[src/rtl/sysid_check_pkg.sv]
// Shared types and constants for the system-ID checker and its host arbiter.
package sysid_check_pkg;

  typedef enum logic [2:0] {
    ST_IDLE,
    ST_RD_ID,
    ST_RD_TS,
    ST_EVAL,
    ST_HOST
  } state_t;

  localparam logic        SYSID_WORD_ID       = 1'b0;
  localparam logic        SYSID_WORD_TS       = 1'b1;
  localparam logic [31:0] DEFAULT_EXPECTED_ID = 32'd0;
  localparam logic [31:0] DEFAULT_EXPECTED_TS = 32'd1362613388;

endpackage

[src/rtl/sysid_check_ctrl_if.sv]
// Avalon-MM host read channel shared between the CPU and the sysid checker.
interface sysid_check_ctrl_if;

  logic        host_read;
  logic        host_address;
  logic        host_waitrequest;
  logic [31:0] host_readdata;
  logic        host_readdatavalid;

  modport master (
    output host_read, host_address,
    input  host_waitrequest, host_readdata, host_readdatavalid
  );

  modport slave (
    input  host_read, host_address,
    output host_waitrequest, host_readdata, host_readdatavalid
  );

endinterface

[src/rtl/sysid_read_timer.sv]
// Hold counter: load with the read latency, expires on the last cycle of a read.
module sysid_read_timer #(
  parameter int unsigned READ_LATENCY = 0
) (
  input  logic clock,
  input  logic reset,
  input  logic i_load,
  output logic o_expire
);

  logic [1:0] r_cnt;

  always_ff @(posedge clock or posedge reset) begin
    if (reset) begin
      r_cnt <= 2'd0;
    end else if (i_load) begin
      r_cnt <= 2'(READ_LATENCY);
    end else if (r_cnt != 2'd0) begin
      r_cnt <= r_cnt - 2'd1;
    end
  end

  assign o_expire = (r_cnt == 2'd0);

endmodule

[src/rtl/sysid_check_ctrl.sv]
// Reads and verifies the sysid words after start, retrying on mismatch, and
// forwards host reads to the same slave whenever no check is running.
module sysid_check_ctrl
  import sysid_check_pkg::*;
#(
  parameter logic [31:0] EXPECTED_ID  = DEFAULT_EXPECTED_ID,
  parameter logic [31:0] EXPECTED_TS  = DEFAULT_EXPECTED_TS,
  parameter int unsigned READ_LATENCY = 0,
  parameter int unsigned MAX_RETRIES  = 3
) (
  input  logic        clock,
  input  logic        reset,
  input  logic        start,
  sysid_check_ctrl_if.slave host,
  output logic        sysid_address,
  input  logic [31:0] sysid_readdata,
  output logic        busy,
  output logic        done,
  output logic        pass,
  output logic        id_ok,
  output logic        ts_ok,
  output logic [3:0]  retry_count,
  output logic [31:0] captured_id,
  output logic [31:0] captured_ts
);

  state_t      r_state;
  logic        r_addr;
  logic [31:0] r_hdata;
  logic        r_hvalid;
  logic        r_host_cap;
  logic        r_done;
  logic        r_pass;
  logic        r_id_ok;
  logic        r_ts_ok;
  logic [3:0]  r_retry;
  logic [31:0] r_cap_id;
  logic [31:0] r_cap_ts;

  logic w_expire;
  logic w_load;
  logic w_id_match;
  logic w_ts_match;
  logic w_can_retry;

  function automatic logic [3:0] retry_inc(input logic [3:0] cnt);
    return (cnt < 4'(MAX_RETRIES)) ? cnt + 4'd1 : cnt;
  endfunction

  assign w_id_match  = (r_cap_id == EXPECTED_ID);
  assign w_ts_match  = (r_cap_ts == EXPECTED_TS);
  assign w_can_retry = (r_retry < 4'(MAX_RETRIES));

  // The timer is reloaded on every edge that enters RD_ID, RD_TS or HOST.
  assign w_load = ((r_state == ST_IDLE) && (start || host.host_read)) ||
                  ((r_state == ST_RD_ID) && w_expire) ||
                  ((r_state == ST_EVAL) && !(w_id_match && w_ts_match) && w_can_retry);

  sysid_read_timer #(.READ_LATENCY(READ_LATENCY)) u_timer (
    .clock    (clock),
    .reset    (reset),
    .i_load   (w_load),
    .o_expire (w_expire)
  );

  always_ff @(posedge clock or posedge reset) begin
    if (reset) begin
      r_state    <= ST_IDLE;
      r_addr     <= SYSID_WORD_ID;
      r_hdata    <= 32'd0;
      r_hvalid   <= 1'b0;
      r_host_cap <= 1'b0;
      r_done     <= 1'b0;
      r_pass     <= 1'b0;
      r_id_ok    <= 1'b0;
      r_ts_ok    <= 1'b0;
      r_retry    <= 4'd0;
      r_cap_id   <= 32'd0;
      r_cap_ts   <= 32'd0;
    end else begin
      r_done   <= 1'b0;
      r_hvalid <= 1'b0;
      case (r_state)
        ST_IDLE: begin
          if (start) begin
            r_state <= ST_RD_ID;
            r_addr  <= SYSID_WORD_ID;
            r_retry <= 4'd0;
            r_pass  <= 1'b0;
            r_id_ok <= 1'b0;
            r_ts_ok <= 1'b0;
          end else if (host.host_read) begin
            r_state    <= ST_HOST;
            r_addr     <= host.host_address;
            r_host_cap <= 1'b0;
          end
        end
        ST_RD_ID: begin
          if (w_expire) begin
            r_cap_id <= sysid_readdata;
            r_addr   <= SYSID_WORD_TS;
            r_state  <= ST_RD_TS;
          end
        end
        ST_RD_TS: begin
          if (w_expire) begin
            r_cap_ts <= sysid_readdata;
            r_state  <= ST_EVAL;
          end
        end
        ST_EVAL: begin
          r_id_ok <= w_id_match;
          r_ts_ok <= w_ts_match;
          if (w_id_match && w_ts_match) begin
            r_pass  <= 1'b1;
            r_done  <= 1'b1;
            r_state <= ST_IDLE;
          end else if (w_can_retry) begin
            r_retry <= retry_inc(r_retry);
            r_addr  <= SYSID_WORD_ID;
            r_state <= ST_RD_ID;
          end else begin
            r_pass  <= 1'b0;
            r_done  <= 1'b1;
            r_state <= ST_IDLE;
          end
        end
        ST_HOST: begin
          // Data is captured on the last hold cycle; the valid pulse follows one cycle later.
          if (r_host_cap) begin
            r_hvalid   <= 1'b1;
            r_host_cap <= 1'b0;
            r_state    <= ST_IDLE;
          end else if (w_expire) begin
            r_hdata    <= sysid_readdata;
            r_host_cap <= 1'b1;
          end
        end
        default: r_state <= ST_IDLE;
      endcase
    end
  end

  assign host.host_waitrequest   = !((r_state == ST_IDLE) && !start);
  assign host.host_readdata      = r_hdata;
  assign host.host_readdatavalid = r_hvalid;
  assign sysid_address           = r_addr;
  assign busy                    = (r_state != ST_IDLE);
  assign done                    = r_done;
  assign pass                    = r_pass;
  assign id_ok                   = r_id_ok;
  assign ts_ok                   = r_ts_ok;
  assign retry_count             = r_retry;
  assign captured_id             = r_cap_id;
  assign captured_ts             = r_cap_ts;

endmodule

[src/flat_wrapper.sv]
// flat-port wrapper written by rule: the top's interface ports become plain ports
module sysid_check_ctrl_flat import sysid_check_pkg::*;
#(
  parameter logic [31:0] EXPECTED_ID  = DEFAULT_EXPECTED_ID,
  parameter logic [31:0] EXPECTED_TS  = DEFAULT_EXPECTED_TS,
  parameter int unsigned READ_LATENCY = 0,
  parameter int unsigned MAX_RETRIES  = 3
)
  (clock, reset, start, sysid_address, sysid_readdata, busy, done, pass, id_ok, ts_ok, retry_count, captured_id, captured_ts, host_host_read, host_host_address, host_host_waitrequest, host_host_readdata, host_host_readdatavalid);
  sysid_check_ctrl_if host_i ();
  input  logic clock;
  input  logic reset;
  input  logic start;
  output logic sysid_address;
  input  logic [31:0] sysid_readdata;
  output logic busy;
  output logic done;
  output logic pass;
  output logic id_ok;
  output logic ts_ok;
  output logic [3:0] retry_count;
  output logic [31:0] captured_id;
  output logic [31:0] captured_ts;
  input wire logic [$bits(host_i.host_read)-1:0] host_host_read;
  input wire logic [$bits(host_i.host_address)-1:0] host_host_address;
  output wire logic [$bits(host_i.host_waitrequest)-1:0] host_host_waitrequest;
  output wire logic [$bits(host_i.host_readdata)-1:0] host_host_readdata;
  output wire logic [$bits(host_i.host_readdatavalid)-1:0] host_host_readdatavalid;
  assign host_i.host_read = host_host_read;
  assign host_i.host_address = host_host_address;
  assign host_host_waitrequest = host_i.host_waitrequest;
  assign host_host_readdata = host_i.host_readdata;
  assign host_host_readdatavalid = host_i.host_readdatavalid;
  sysid_check_ctrl #(.EXPECTED_ID(EXPECTED_ID), .EXPECTED_TS(EXPECTED_TS), .READ_LATENCY(READ_LATENCY), .MAX_RETRIES(MAX_RETRIES)) u_core (.clock(clock), .reset(reset), .start(start), .host(host_i), .sysid_address(sysid_address), .sysid_readdata(sysid_readdata), .busy(busy), .done(done), .pass(pass), .id_ok(id_ok), .ts_ok(ts_ok), .retry_count(retry_count), .captured_id(captured_id), .captured_ts(captured_ts));
endmodule
[config.mk]
export PLATFORM = sky130hd
export DESIGN_NAME = sysid_check_ctrl_flat
export DESIGN_NICKNAME = d
export VERILOG_FILES = /design/src/rtl/sysid_check_pkg.sv /design/src/rtl/sysid_check_ctrl_if.sv /design/src/rtl/sysid_read_timer.sv /design/src/rtl/sysid_check_ctrl.sv /design/src/flat_wrapper.sv
export SDC_FILE = /design/constraint.sdc
export NUM_CORES = 1
export LEC_CHECK = 0
export BUFFER_PORTS_ARGS = -buffer_cell sky130_fd_sc_hd__buf_4
export CAP_MARGIN = 15
export CORE_MARGIN = 8
export CORE_UTILIZATION = 25
export CTS_BUF_LIST = sky130_fd_sc_hd__clkbuf_16
export CTS_CLUSTER_DIAMETER = 30
export CTS_CLUSTER_SIZE = 8
export DETAILED_ROUTE_END_ITERATION = 16
export GPL_ROUTABILITY_DRIVEN = 0
export GPL_TIMING_DRIVEN = 1
export HOLD_SLACK_MARGIN = 0.03
export PLACE_DENSITY_LB_ADDON = 0.15
export SYNTH_ARGS = -nofsm -noshare
export SYNTH_HDL_FRONTEND = slang
export SYNTH_HIERARCHICAL = 1
export SYNTH_SLANG_ARGS = --single-unit
[constraint.sdc]
create_clock -name clock -period 5.4 [get_ports clock]
set_clock_uncertainty 0.1 [all_clocks]
set_input_delay 0.54 -clock clock [delete_from_list [all_inputs] [get_ports clock]]
set_output_delay 0.54 -clock clock [all_outputs]
set_load 0.05 [all_outputs]
==> out/qor.yml <==
whs_endpoint: "u_core/captured_id[24]$_DFFE_PP0P_"
hold_class: "in2reg"
maxSlewHeadroom: 0.484
grt_use_total: 0.120
clk-insertion-delay-late_ns: 0.35
startpoint_type: "register"
finalNetCount: 495
synth_ff_type: "dfrtp_1"
r2r_start: "u_core/u_timer/r_cnt[0]$_DFFE_PP0P_"
maxSlewViolCount: 0
drt_iter0_markers: 107
wl_mm: 13.2
fin_crit_sh: 0.472
hold_path_depth: 2
syn_area_um2: 4560
cpPeakStageDelay_ns: 0.59
critical_path_class: "reg2reg"
rows: 49
drt_pass1_iterations: 4
fmax_ghz: 0.393
synth-seq-cells: 112
cts_root_buf: "clkbuf_16"
layout-drive-gt1-share: 0.579
hold_violations: 0
crit_chain: "inv_1 > ha_1 > inv_1 > nor3b_4 > buf_4 > mux2_2"
crit_arrival_ns: 2.68
worst_r2r_path_depth: 6
diodes: 0
rsz0062_at_grt: "false"
cp_top_family: "buffers and inverters"
synthAdderAreaFrac: 0.00548
ant_nets: 0
post-route-min-period_ns: 2.55
drt-vias-per-instance: 4.40
tightest_slew_ns: 0.774
fp.dieW_um: 151
critical_path_required_ns: 5.53
synth_edf_count: 0
path_max_fanout: 22
final_cell_mix: "147 x buf_4, 112 x dfrtp_1, 92 x mux2_2"
cp_num_cells: 6
coreArea_um2: 18000
cap_violations: 0
grt_pass1_vias: 3371
num_vias: 3036
post-place-ws_ns: 2.68
io_buffer_count: 144
synth_compound_area_frac: 0.0214
clock_sinks: 112
setup_slack_ns: 2.85
initial_utilization: 0.254
cts_buffer_depth: 2
ys_types: 41
cts_made_buffers: 9
worst-r2r-setup-slack_ns: 2.85
post-dp-hpwl_mm: 9.82
syn_avg_cell_area_um2: 14.9
syn_inst: 307
syn_nets: 346
wl_per_cell_um: 19.1
path_buf_inv: 3
r2r-end: "u_core/captured_id[25]$_DFFE_PP0P_"
critPathCaptureType: "register"
utilization: 0.345
io_pins: 145
synth_top_area_frac: 0.614
synthMuxAreaShare: 0.241
grt_pass1_wl_mm: 20.6
design.die.area_um2: 22800
yosysWarnings: 6
setup_viol: 0
synth_top_family_by_area: "multiplexers"
h-tree-depth: 3
synthSimpleGateAreaFrac: 0.0910
cts_tree: "yes"
status: "finished, final reports clean"
min_from: "sysid_readdata[24]"
synthArstFlopShare: 1.00
grt_start_max_net_pins: 60
grt_overflow_total: 0
slowest_stage: "nor3b_4"
mostFrequentLayoutCell: "buf_4"
path_clk_slew_ns: 0.07
synth_top_area_cell: "dfrtp_1"
tns_ns: 0
synth_xor_area_frac: 0.00192
cts_resized: 0
die_h_um: 151
synthToLayoutAreaGrowth_pct: 35.6
synth_area_leaders: "dfrtp_1 61%, mux2_2 23%, nor4_1 1.2%"
antenna_found_initial: 0
seq_area_frac_synth: 0.614
crit_top_cell: "inv_1"
remaining_drc_errors: 0
## Yosys cell counts (2+ instances only)
| cell type | n |
|---|---|
| a21oi_1 | 3 |
| nand4_1 | 4 |
| ha_1 | 2 |
| mux2i_1 | 2 |
| o21a_1 | 2 |
| mux2_1 | 4 |
| nor4_1 | 9 |
| mux2_2 | 92 |
| nor2b_1 | 4 |
| nor4bb_1 | 3 |
| buf_2 | 6 |
| nor3_2 | 2 |
| dfrtp_1 | 112 |
| inv_1 | 9 |
| nor3_1 | 2 |
| and2_1 | 3 |
| nand3_1 | 3 |
| o21ai_0 | 2 |
| nand2_1 | 8 |
| nor4b_1 | 2 |
| buf_4 | 2 |
| o31ai_1 | 2 |
| buf_6 | 3 |
| nor2_1 | 8 |
| and4b_1 | 2 |
## flip-flops by register name (all words and copies together) (netlist names), 2 cells and up
register and count:
u_core/host.host_readdata 32, u_core/captured_id 32, u_core/retry_count 4, u_core/captured_ts 32, u_core/u_timer/r_cnt 2, u_core/r_state 3
## worst max path at each step
stage | from | end
floorplan | reset | u_core/captured_id[0]$_DFFE_PP0P_
global placement | u_core/r_state[2]$_DFFE_PP0P_ | u_core/host.host_readdata[12]$_DFFE_PP0P_
detailed placement | u_core/r_state[2]$_DFFE_PP0P_ | u_core/host.host_readdata[13]$_DFFE_PP0P_
CTS | u_core/r_state[2]$_DFFE_PP0P_ | u_core/host.host_readdata[23]$_DFFE_PP0P_
global route | u_core/u_timer/r_cnt[0]$_DFFE_PP0P_ | u_core/captured_id[27]$_DFFE_PP0P_
finish | u_core/u_timer/r_cnt[0]$_DFFE_PP0P_ | u_core/captured_id[25]$_DFFE_PP0P_
## worst reg2reg max path: cells and delay by family, from the launching register on
family	cells	cell delay (ns)
simple gates	1	0.59
fa+ha+maj	1	0.30
mux	1	0.39
buf+inv	3	0.66
flops	1	0.39
## metrics by stage
step                instance area, um2  std cells  hold slack, ns
floorplan                         4560        307           0.181
global placement                  5890        672           0.328
detailed placement                5890        672           0.331
CTS                               6170        689           0.316
global route                      6190        690           0.323
finish                            6190        690           0.333
## area by class of cell
type | count | area (um2)
fillers | 1822 | 11800
flip-flops and latches | 112 | 2800
multi-input cells | 175 | 1660
repair buffers | 149 | 1130
well taps | 229 | 287
clock buffers | 9 | 225
clock inverters | 7 | 46.3
inverters | 9 | 36.3
## kinds of logic after synthesis
| group | after synthesis |
|---|---|
| buffers and inverters | 20 |
| DFF | 112 |
| AOI/OAI and AO/OA | 14 |
| and+or+nand+nor | 60 |
| muxes | 98 |
| xor gates and xnor gates | 1 |
| adders and majority gates | 2 |
## repair_timing
item | in CTS | in global routing
endpoints found under the hold margin | 2 | 0
setup buffers | 0 | 0
hold buffers | 1 | 0
## layer usage
metal,vias to the layer above,part of all wire,global-route usage,wire length (um)
met5,-,0,0,0
li1,1409,-,-,-
met2,76,0.49,0.196,6440
met1,1538,0.43,0.145,5630
met3,13,0.066,0.0344,867
met4,0,0.017,0.0505,227
Power is left out: the tool's default activity adds up to more than one toggle a clock period on the data nets, which glitch-free logic cannot reach.
